`config.mk`:
```
export PLATFORM = sky130hd
export DESIGN_NAME = clk_div_ratio_ctrl
export DESIGN_NICKNAME = d
export VERILOG_FILES = /design/src/rtl/clk_div_ctrl_pkg.sv /design/src/rtl/clk_div_ratio_ctrl_rr_arb2.sv /design/src/rtl/clk_div_ratio_ctrl.sv
export SDC_FILE = /design/constraint.sdc
export NUM_CORES = 1
export LEC_CHECK = 0
export CAP_MARGIN = 20
export CELL_PAD_IN_SITES_DETAIL_PLACEMENT = 1
export CELL_PAD_IN_SITES_GLOBAL_PLACEMENT = 1
export CORE_UTILIZATION = 35
export CTS_CLUSTER_DIAMETER = 30
export DETAILED_ROUTE_END_ITERATION = 10
export PLACE_DENSITY = 0.81
export SYNTH_ARGS = -nofsm -noshare
export SYNTH_HDL_FRONTEND = slang
export SYNTH_SLANG_ARGS = --single-unit
```
`constraint.sdc`:
```
create_clock -name i_clk -period 4.8 [get_ports i_clk]
set_clock_uncertainty 0.15 [all_clocks]
set_input_delay 0.96 -clock i_clk [delete_from_list [all_inputs] [get_ports i_clk]]
set_output_delay 0.96 -clock i_clk [all_outputs]
set_load 0.02 [all_outputs]
```
`src/rtl/clk_div_ctrl_pkg.sv`:
```
// Shared definitions for the clock-divider ratio sequencer.
//   NUM_REQ   : number of ratio requesters served by the arbiter.
//   state_e   : sequencer FSM states.
//   is_bypass : true for ratios that run the divider in bypass (0 or 1).
package clk_div_ctrl_pkg;

   localparam int unsigned NUM_REQ = 2;

   typedef enum logic [2:0] {
      IDLE,
      DRAIN,
      LOAD,
      RELOCK,
      DONE
   } state_e;

   function automatic logic is_bypass(input int unsigned ratio);
      return (ratio <= 1);
   endfunction

endpackage

```
`src/rtl/clk_div_ratio_ctrl_rr_arb2.sv`:
```
// Two-way round-robin arbiter.
// Ports:
//   i_clk, i_rst : clock and synchronous active-high reset
//   i_valid      : per-requester request
//   i_advance    : current grant was accepted; hand priority to the other requester
//   o_grant      : one-hot grant (zero when nothing is valid)
//   o_grant_id   : index of the granted requester
module rr_arb2
   import clk_div_ctrl_pkg::*;
(
   input  logic               i_clk,
   input  logic               i_rst,
   input  logic [NUM_REQ-1:0] i_valid,
   input  logic               i_advance,
   output logic [NUM_REQ-1:0] o_grant,
   output logic               o_grant_id
);

   // Requester that wins a tie; reset favours requester 0.
   logic ptr_q;

   always_comb begin
      o_grant    = '0;
      o_grant_id = ptr_q;
      unique case (i_valid)
         2'b01: begin
            o_grant    = 2'b01;
            o_grant_id = 1'b0;
         end
         2'b10: begin
            o_grant    = 2'b10;
            o_grant_id = 1'b1;
         end
         2'b11: begin
            o_grant    = ptr_q ? 2'b10 : 2'b01;
            o_grant_id = ptr_q;
         end
         default: begin
            o_grant    = '0;
            o_grant_id = ptr_q;
         end
      endcase
   end

   always_ff @(posedge i_clk) begin
      if (i_rst) begin
         ptr_q <= 1'b0;
      end else if (i_advance) begin
         ptr_q <= ~o_grant_id;
      end
   end

endmodule

```
`src/rtl/clk_div_ratio_ctrl.sv`:
```
// Clock-divider ratio sequencer. Arbitrates ratio-change requests from two requesters and
// applies each one glitch-safely: gate the divider, settle, load the ratio, re-enable and
// wait for re-lock, then pulse o_done.
// Optional feature (macro CLK_DIV_RATIO_CTRL_RANGE_CHK_EN): adds parameter MAX_RATIO and
// output o_err; out-of-range requests complete immediately with o_err and are not applied.
// Ports:
//   i_clk, i_rst              : reference clock, synchronous active-high reset
//   i_req_valid / o_req_ready : per-requester valid/ready handshake
//   i_req_ratio0/1            : requested ratios
//   o_div_ratio, o_clk_en     : ratio and clock enable driven to the divider
//   o_busy                    : sequencer not idle
//   o_done, o_done_id         : completion pulse and the requester it belongs to
//   o_err                     : (optional) completion was a rejected out-of-range ratio
module clk_div_ratio_ctrl
   import clk_div_ctrl_pkg::*;
#(
   parameter int unsigned RATIO_WIDTH   = 6,
   parameter int unsigned SETTLE_CYCLES = 4,
   parameter int unsigned RST_RATIO     = 1
`ifdef CLK_DIV_RATIO_CTRL_RANGE_CHK_EN
   ,
   parameter int unsigned MAX_RATIO     = 32
`endif
) (
   input  logic                   i_clk,
   input  logic                   i_rst,
   input  logic [NUM_REQ-1:0]     i_req_valid,
   input  logic [RATIO_WIDTH-1:0] i_req_ratio0,
   input  logic [RATIO_WIDTH-1:0] i_req_ratio1,
   output logic [NUM_REQ-1:0]     o_req_ready,
   output logic [RATIO_WIDTH-1:0] o_div_ratio,
   output logic                   o_clk_en,
   output logic                   o_busy,
   output logic                   o_done,
`ifdef CLK_DIV_RATIO_CTRL_RANGE_CHK_EN
   output logic                   o_err,
`endif
   output logic                   o_done_id
);

   // One counter serves both the settle and the re-lock wait; it must hold 2*(2^W-1)-1.
   localparam int unsigned SettleW = $clog2(SETTLE_CYCLES + 1);
   localparam int unsigned CntW    = (SettleW > RATIO_WIDTH + 1) ? SettleW : RATIO_WIDTH + 1;

   state_e                 state_q, state_d;
   logic [CntW-1:0]        cnt_q, cnt_d;
   logic [CntW-1:0]        relock_last;
   logic [RATIO_WIDTH-1:0] ratio_q, ratio_d;
   logic [RATIO_WIDTH-1:0] new_ratio_q, new_ratio_d;
   logic [RATIO_WIDTH-1:0] acc_ratio;
   logic                   clk_en_q, clk_en_d;
   logic                   cur_id_q, cur_id_d;
   logic [NUM_REQ-1:0]     grant;
   logic                   grant_id;
   logic                   idle;
   logic                   accept;
`ifdef CLK_DIV_RATIO_CTRL_RANGE_CHK_EN
   logic                   err_q, err_d;
`endif

   assign idle        = (state_q == IDLE);
   assign o_req_ready = idle ? grant : '0;
   assign accept      = |(i_req_valid & o_req_ready);
   assign acc_ratio   = grant_id ? i_req_ratio1 : i_req_ratio0;

   rr_arb2 u_arb (
      .i_clk      (i_clk),
      .i_rst      (i_rst),
      .i_valid    (i_req_valid),
      .i_advance  (accept),
      .o_grant    (grant),
      .o_grant_id (grant_id)
   );

   // Last RELOCK count value: N-1 with N = 2*ratio, or N = 1 in bypass.
   always_comb begin
      if (is_bypass(32'(new_ratio_q))) begin
         relock_last = '0;
      end else begin
         relock_last = (CntW'(new_ratio_q) << 1) - CntW'(1);
      end
   end

   always_comb begin
      state_d     = state_q;
      cnt_d       = cnt_q;
      ratio_d     = ratio_q;
      new_ratio_d = new_ratio_q;
      clk_en_d    = clk_en_q;
      cur_id_d    = cur_id_q;
`ifdef CLK_DIV_RATIO_CTRL_RANGE_CHK_EN
      err_d       = err_q;
`endif
      unique case (state_q)
         IDLE: begin
            if (accept) begin
               new_ratio_d = acc_ratio;
               cur_id_d    = grant_id;
               cnt_d       = '0;
`ifdef CLK_DIV_RATIO_CTRL_RANGE_CHK_EN
               err_d       = 1'b0;
               if (32'(acc_ratio) > MAX_RATIO) begin
                  err_d   = 1'b1;
                  state_d = DONE;
               end else
`endif
               if (acc_ratio == ratio_q) begin
                  // Nothing to change: complete without gating the divider.
                  state_d = DONE;
               end else begin
                  clk_en_d = 1'b0;
                  state_d  = DRAIN;
               end
            end
         end
         DRAIN: begin
            if (cnt_q == CntW'(SETTLE_CYCLES - 1)) begin
               // Ratio register updates on the edge into LOAD, while the enable is still low.
               ratio_d = new_ratio_q;
               cnt_d   = '0;
               state_d = LOAD;
            end else begin
               cnt_d = cnt_q + CntW'(1);
            end
         end
         LOAD: begin
            clk_en_d = 1'b1;
            cnt_d    = '0;
            state_d  = RELOCK;
         end
         RELOCK: begin
            if (cnt_q == relock_last) begin
               state_d = DONE;
            end else begin
               cnt_d = cnt_q + CntW'(1);
            end
         end
         DONE: begin
            state_d = IDLE;
         end
         default: begin
            state_d = IDLE;
         end
      endcase
   end

   always_ff @(posedge i_clk) begin
      if (i_rst) begin
         state_q     <= IDLE;
         cnt_q       <= '0;
         ratio_q     <= RATIO_WIDTH'(RST_RATIO);
         new_ratio_q <= RATIO_WIDTH'(RST_RATIO);
         clk_en_q    <= 1'b1;
         cur_id_q    <= 1'b0;
`ifdef CLK_DIV_RATIO_CTRL_RANGE_CHK_EN
         err_q       <= 1'b0;
`endif
      end else begin
         state_q     <= state_d;
         cnt_q       <= cnt_d;
         ratio_q     <= ratio_d;
         new_ratio_q <= new_ratio_d;
         clk_en_q    <= clk_en_d;
         cur_id_q    <= cur_id_d;
`ifdef CLK_DIV_RATIO_CTRL_RANGE_CHK_EN
         err_q       <= err_d;
`endif
      end
   end

   assign o_div_ratio = ratio_q;
   assign o_clk_en    = clk_en_q;
   assign o_busy      = ~idle;
   assign o_done      = (state_q == DONE);
   assign o_done_id   = o_done & cur_id_q;
`ifdef CLK_DIV_RATIO_CTRL_RANGE_CHK_EN
   assign o_err       = o_done & err_q;
`endif

endmodule

```
==> results.toml, run 1 <==
[status]
outcome = "completed"

[power]
p_comb_share_pct = 30.6
intPower_mw = 0.350
irDropWorstVdd_mv = 0.172
p_leak_nw = 0.769
clkPwrFrac_pct = 24.9
power.density_mw_per_mm2 = 261
pwr-share-seq_pct = 44.6
power.switching_mw = 0.186
total_power_mw = 0.536
netSwitchingFraction_pct = 34.6

[yosys]
syn_inst = 206
synth-edff-count = 0
synth_top_family_by_area = "simple AND/OR/NAND/NOR gates"
synth_mux_area_share_pct = 7.22
synth-simple-area-share_pct = 29.0
synthAdderAreaFrac_pct = 3.68
synth_compound_area_share_pct = 21.2
synth_seq_cells = 25
synth_ff_type = "dfxtp_1"
synth-async-reset-ratio_pct = 0
syn_area_mm2 = 0.00170
ys_seq_area_share_pct = 29.5
synth-xor-area-share_pct = 5.45
syn_avg_cell_area_um2 = 8.25
ys_types = 52
syn-num-nets = 227
yosysWarnings = 0

[sta]
max_freq_ghz = 0.265
relSlewSlack_pct = 32.1
setup_viol = 0
min_period_over_period_pct = 78.6
hold_violations = 0
grt_setup_unrepaired = "no"
worstMarginPinSlew_ns = 1.02
period_needed_ns = 3.77
slew_violations = 0
fin_tns_setup_ns = 0

[cts]
cts_root_buf = "clkbuf_8"
clock_path_buffers = 2
hold_buffers = 0
cts_setup_buffers = 0
cts_sinks = 25
clkLatencyLatePin_ns = 0.28
cts_resized = 0
clk_pin_slew_ns = 0.09
cts_tree = "yes"
cts_buffers = 3
htreeDepth = 1

[floorplan]
dieArea_mm2 = 0.00514
die_x_um = 71.7
fp.dieH_um = 71.7
core_area_mm2 = 0.00450
initial_core_util_pct = 37.7
num_rows = 24
num_io_pins = 28

[place]
placed_cells = 277
gp_congestion = 0.816
io_buffers = 27
dp_hpwl_um = 3570

[critical_path]
worst_path_most_repeated_cell = "clkdlybuf4s50_1"
cp_num_buf_inv = 2
cp.arrival_ns = 2.66
critPathRequiredTime_ns = 3.69
slowest_stage = "clkdlybuf4s50_1"
reg2reg_depth = 8
cpPeakStageDelay_ns = 0.63
critPathCaptureType = "output port"
crit_chain = "clkdlybuf4s50_1 > ha_1 > nand3_1 > a21oi_1 > clkdlybuf4s50_1"
path_max_fanout = 7
crit_cells = 5
critPathLaunchType = "input port"
r2r_slack_ns = 2.30
critPathKind = "in -> out"
cpLargestDelayFamily = "buffers and inverters"

[hold_path]
hold_class = "reg -> reg"
hold_path_depth = 2

[grt]
grt.overflow.total = 0
grt_pass1_wl_um = 7940
antenna_found_initial = 0
grt_usage_pct = 19.6
grt_max_degree = 25
grt_pass1_vias = 1633

[layout]
area_growth_pct = 20.6
final_util_pct = 45.5
drive_above_1_share_pct = 9.61
fin_nets = 251
num_antenna_cells = 0
finalNonFillerCells = 281

[flow_run]
maxCapViolCount = 0

[drt]
ant_nets = 0
drc = 0
wl_um = 4640
dr_total_vias = 1593
routedWlPerCell_um = 16.5
drt-vias-per-instance = 5.67
dr.pass1.iters = 4
drt_iter0_drc = 83
[Yosys cell counts (2+ instances only)]
library cell	number	share of area, %
nand2_1	21	4.6
mux2i_1	10	5.9
a221o_1	3	1.8
o21ai_0	7	2.1
nand3b_1	2	0.88
nor4_1	4	1.5
o31ai_1	2	0.88
xor2_1	4	2.1
nand4_1	2	0.74
or4_1	2	0.88
xnor2_1	4	2.1
clkbuf_1	5	1.1
or3_4	2	1.3
and3_1	3	1.1
nor3b_1	2	0.88
nand2b_1	2	0.74
nor2_1	16	3.5
nand3_1	14	4.1
or2_2	5	1.8
a21o_1	2	0.88
a221oi_1	3	1.5
dfxtp_1	25	29
and2_1	2	0.74
or3_1	2	0.74
ha_1	5	3.7
inv_1	9	2.0
o311a_1	2	1.2
nor3_1	3	0.88
a21oi_1	10	2.9
o211ai_1	2	0.88
buf_2	3	0.88
a211oi_1	6	2.7
nor2b_1	3	1.1
[cell families (layout without fill, tap and decap cells)]
logic type                 Yosys count  in the layout
AOI/OAI and AO/OA                   48             48
xor gates and xnor gates             9              9
adders and majority gates            5              5
buffers and inverters               17             40
DFF                                 25             25
muxes                               11             11
and+or+nand+nor                     91             91
[tightest hold or removal path, cell delays in order, from the launching register on]
cell	delay (ns)
dfxtp_1	0.34
inv_1	0.05
o21ai_0	0.07
[cell usage in the layout (no fill, tap or decap), types with 3 or more instances in the layout]
master           synthesis  layout
nor2_1                  16      16
or2_2                    5       5
xnor2_1                  4       4
nor4_1                   4       4
a221o_1                  3       3
and3_1                   3       3
ha_1                     5       5
nand3_1                 14      14
nor2b_1                  3       3
clkdlybuf4s50_1          0      27
nand2_1                 21      21
dfxtp_1                 25      25
inv_1                    9       9
xor2_1                   4       4
clkbuf_8                 0       3
a221oi_1                 3       3
mux2i_1                 10      10
a211oi_1                 6       6
nor3_1                   3       3
a21oi_1                 10      10
o21ai_0                  7       7
[flip-flops by register name (all words and copies together), names as in the netlist]
name         flops
cnt_q            7
state_q          3
o_clk_en         1
cur_id_q         1
new_ratio_q      6
u_arb.ptr_q      1
o_div_ratio      6
[power groups by stage]
stage          Sequential (mW)  Clock [mW]  Combinational [mW]
2_1_floorplan            0.238           0               0.116
3_3_place_gp             0.242           0               0.159
3_5_place_dp             0.243           0               0.163
4_1_cts                  0.239       0.138               0.164
5_1_grt                  0.241       0.148               0.180
6_report                 0.239       0.133               0.164
[cell type report]
cell class                 instances  area (um^2)
fill                             539         2450
multi-input combinational        164         1130
sequential                        25          500
timing repair buffer              27          270
inverter                           9         33.8
tap                               52         65.1
clock inverter                     1         7.51
clock buffer                       3         41.3
[worst paths after layout]
| path | startpoint | endpoint |
|---|---|---|
| min reg2reg | o_clk_en$_SDFFE_PP1P_ | o_clk_en$_SDFFE_PP1P_ |
| max | i_req_valid[1] | o_req_ready[1] |
| min | o_clk_en$_SDFFE_PP1P_ | o_clk_en$_SDFFE_PP1P_ |
| max reg2reg | new_ratio_q[0]$_SDFFE_PP1P_ | cnt_q[3]$_SDFFE_PP0P_ |
[metrics by stage]
stage	hold WS, ns	worst slack (ns)	cell area [um^2]
floorplan	0.324	1.89	1700
global placement	0.326	1.11	2000
detailed placement	0.340	1.01	2000
CTS	0.357	1.06	2050
global route	0.374	0.938	2050
finish	0.351	1.03	2050
[routing by layer]
layer / GRT usage, % / vias up / routed length (um)
li1: - / 803 / -
met1: 25.2 / 749 / 2270
met2: 33.4 / 35 / 2160
met3: 3.66 / 6 / 159
met4: 5.45 / 0 / 53
met5: 0 / - / 0
No activity file was read; power rests on OpenSTA's default activity.
==> run 2, diff against run 1 <==
PLACE_DENSITY = 0.84   (was 0.81)
clock period = 3.45 ns   (was 4.8 ns; I/O delays follow)
==> run 2 against run 1 <==
Compared with the run above:
- non-clock buffer count rose by 4
- global-route usage up 0.89 points
- sequential cell count is the same
- final cell count increased by 1.4%
==> results.toml, run 2 (synthesized netlist as in run 1, its figures left out) <==
[power]
irDropWorstVdd_mv = 0.155
p_comb_share_pct = 31.4
clkPwrFrac_pct = 24.1
pwr-share-seq_pct = 44.5
power.switching_mw = 0.256
intPower_mw = 0.493
p_leak_nw = 0.789
netSwitchingFraction_pct = 34.2
power.density_mw_per_mm2 = 361

[drt]
dr.pass1.iters = 4
wl_um = 4800
drt_iter0_drc = 52
drc = 0
drt-vias-per-instance = 5.66
ant_nets = 0
routedWlPerCell_um = 16.8
dr_total_vias = 1614

[critical_path]
worst_path_most_repeated_cell = "clkdlybuf4s50_1"
slowest_stage = "clkdlybuf4s50_1"
critPathLaunchType = "input port"
cpPeakStageDelay_ns = 0.62
cp.arrival_ns = 2.40
reg2reg_depth = 6
crit_chain = "clkdlybuf4s50_1 > ha_1 > nand3b_1 > a21oi_1 > clkdlybuf4s50_1"
regToRegStartpoint = "new_ratio_q[3]$_SDFFE_PP0P_"
cpLargestDelayFamily = "buffers and inverters"
critPathCaptureType = "output port"
r2r_slack_ns = 0.98
cp_num_buf_inv = 2
crit_path_start = "i_req_valid[1]"
critPathKind = "in -> out"
critPathRequiredTime_ns = 2.61
rr_endpoint = "cnt_q[5]$_SDFFE_PP0P_"
path_max_fanout = 7

[flow_run]
maxCapViolCount = 0

[place]
gp_congestion = 0.807
placed_cell_area_mm2 = 0.00203
dp_hpwl_um = 3760
io_buffers = 27

[cts]
htreeDepth = 1
clk_pin_slew_ns = 0.09
cts_tree = "yes"
cts_root_buf = "clkbuf_8"
cts_buffers = 3
clock_path_buffers = 2
clkLatencyLatePin_ns = 0.27
hold_buffers = 0
cts_setup_buffers = 0
cts_resized = 0
cts_sinks = 25

[hold_path]
hold_start = "o_div_ratio[4]$_SDFFE_PP0P_"
hold_class = "reg -> reg"
whs_endpoint = "o_div_ratio[4]$_SDFFE_PP0P_"
hold_path_depth = 2

[floorplan]
num_rows = 24
die_x_um = 71.7
num_io_pins = 28
fp.dieH_um = 71.7
dieArea_mm2 = 0.00514
core_area_mm2 = 0.00450
initial_core_util_pct = 37.7

[grt]
grt_pass1_vias = 1735
grt.overflow.total = 0
antenna_found_initial = 0
grt_max_degree = 16
grt_pass1_wl_um = 8270
grt_usage_pct = 20.5

[sta]
hold_ws_ns = 0.348
max_freq_ghz = 0.309
slew_violations = 0
setup_viol = 0
hold_violations = 0
grt_setup_unrepaired = "no"
min_period_over_period_pct = 93.8
worstMarginPinSlew_ns = 0.587
period_needed_ns = 3.24
relSlewSlack_pct = 60.6
fin_tns_setup_ns = 0

[layout]
drive_above_1_share_pct = 10.7
final_common_cell = "clkdlybuf4s50_1"
fill_cells = 545
area_growth_pct = 22.2
largest_register = "cnt_q"
num_antenna_cells = 0
stdcell_area_mm2 = 0.00208
fin_nets = 255
mostFrequentLayoutCells = "clkdlybuf4s50_1 (27), dfxtp_1 (25), nand2_1 (21)"
largest_reg_flops = 7

[status]
outcome = "completed"
## run 2: routing by layer
layer	up-vias	share of wire [%]	global-route usage [%]
li1	814	-	-
met1	778	49	26.7
met2	20	49	35.4
met3	2	1.9	2.53
met4	0	0.52	5.88
met5	-	0	0
## run 2: power by group through the flow
stage               registers (mW)  clock network (mW)  logic (mW)
global route                 0.336               0.200       0.260
finish                       0.333               0.180       0.235
global placement             0.338                   0       0.227
CTS                          0.332               0.184       0.236
detailed placement           0.339                   0       0.234
floorplan                    0.332                   0       0.161
## run 2: metrics by stage
stage               total power [mW]  setup slack (ns)  utilization, %  std cells
global placement               0.565             0.207            45.1        281
finish                         0.748             0.214            46.1        285
detailed placement             0.573            0.0291            45.1        281
CTS                            0.753             0.196            46.1        285
global route                   0.796             0.126            46.1        285
floorplan                      0.493             0.808               -        206
## run 2: layout make-up
type                       count  area, um^2  share of cell area, %
clock buffer                   4        45.0                   2.17
inverter                       9        33.8                   1.63
multi-input combinational    164        1130                   54.5
sequential                    25         500                   24.1
tap                           52        65.1                   3.13
timing repair buffer          31         300                   14.5
## run 2: worst min-delay path: stages (launching register included)
cell and delay (ns):
dfxtp_1 0.34, nand2_1 0.06, a21oi_1 0.05
## run 2: worst max path at each step
stage,cells after the start,end
4_1_cts,5,o_req_ready[0]
3_3_place_gp,8,state_q[0]$_SDFFE_PP0P_
5_1_grt,6,o_req_ready[1]
6_report,5,o_req_ready[0]
3_5_place_dp,8,state_q[0]$_SDFFE_PP0P_
2_1_floorplan,8,state_q[0]$_SDFFE_PP0P_
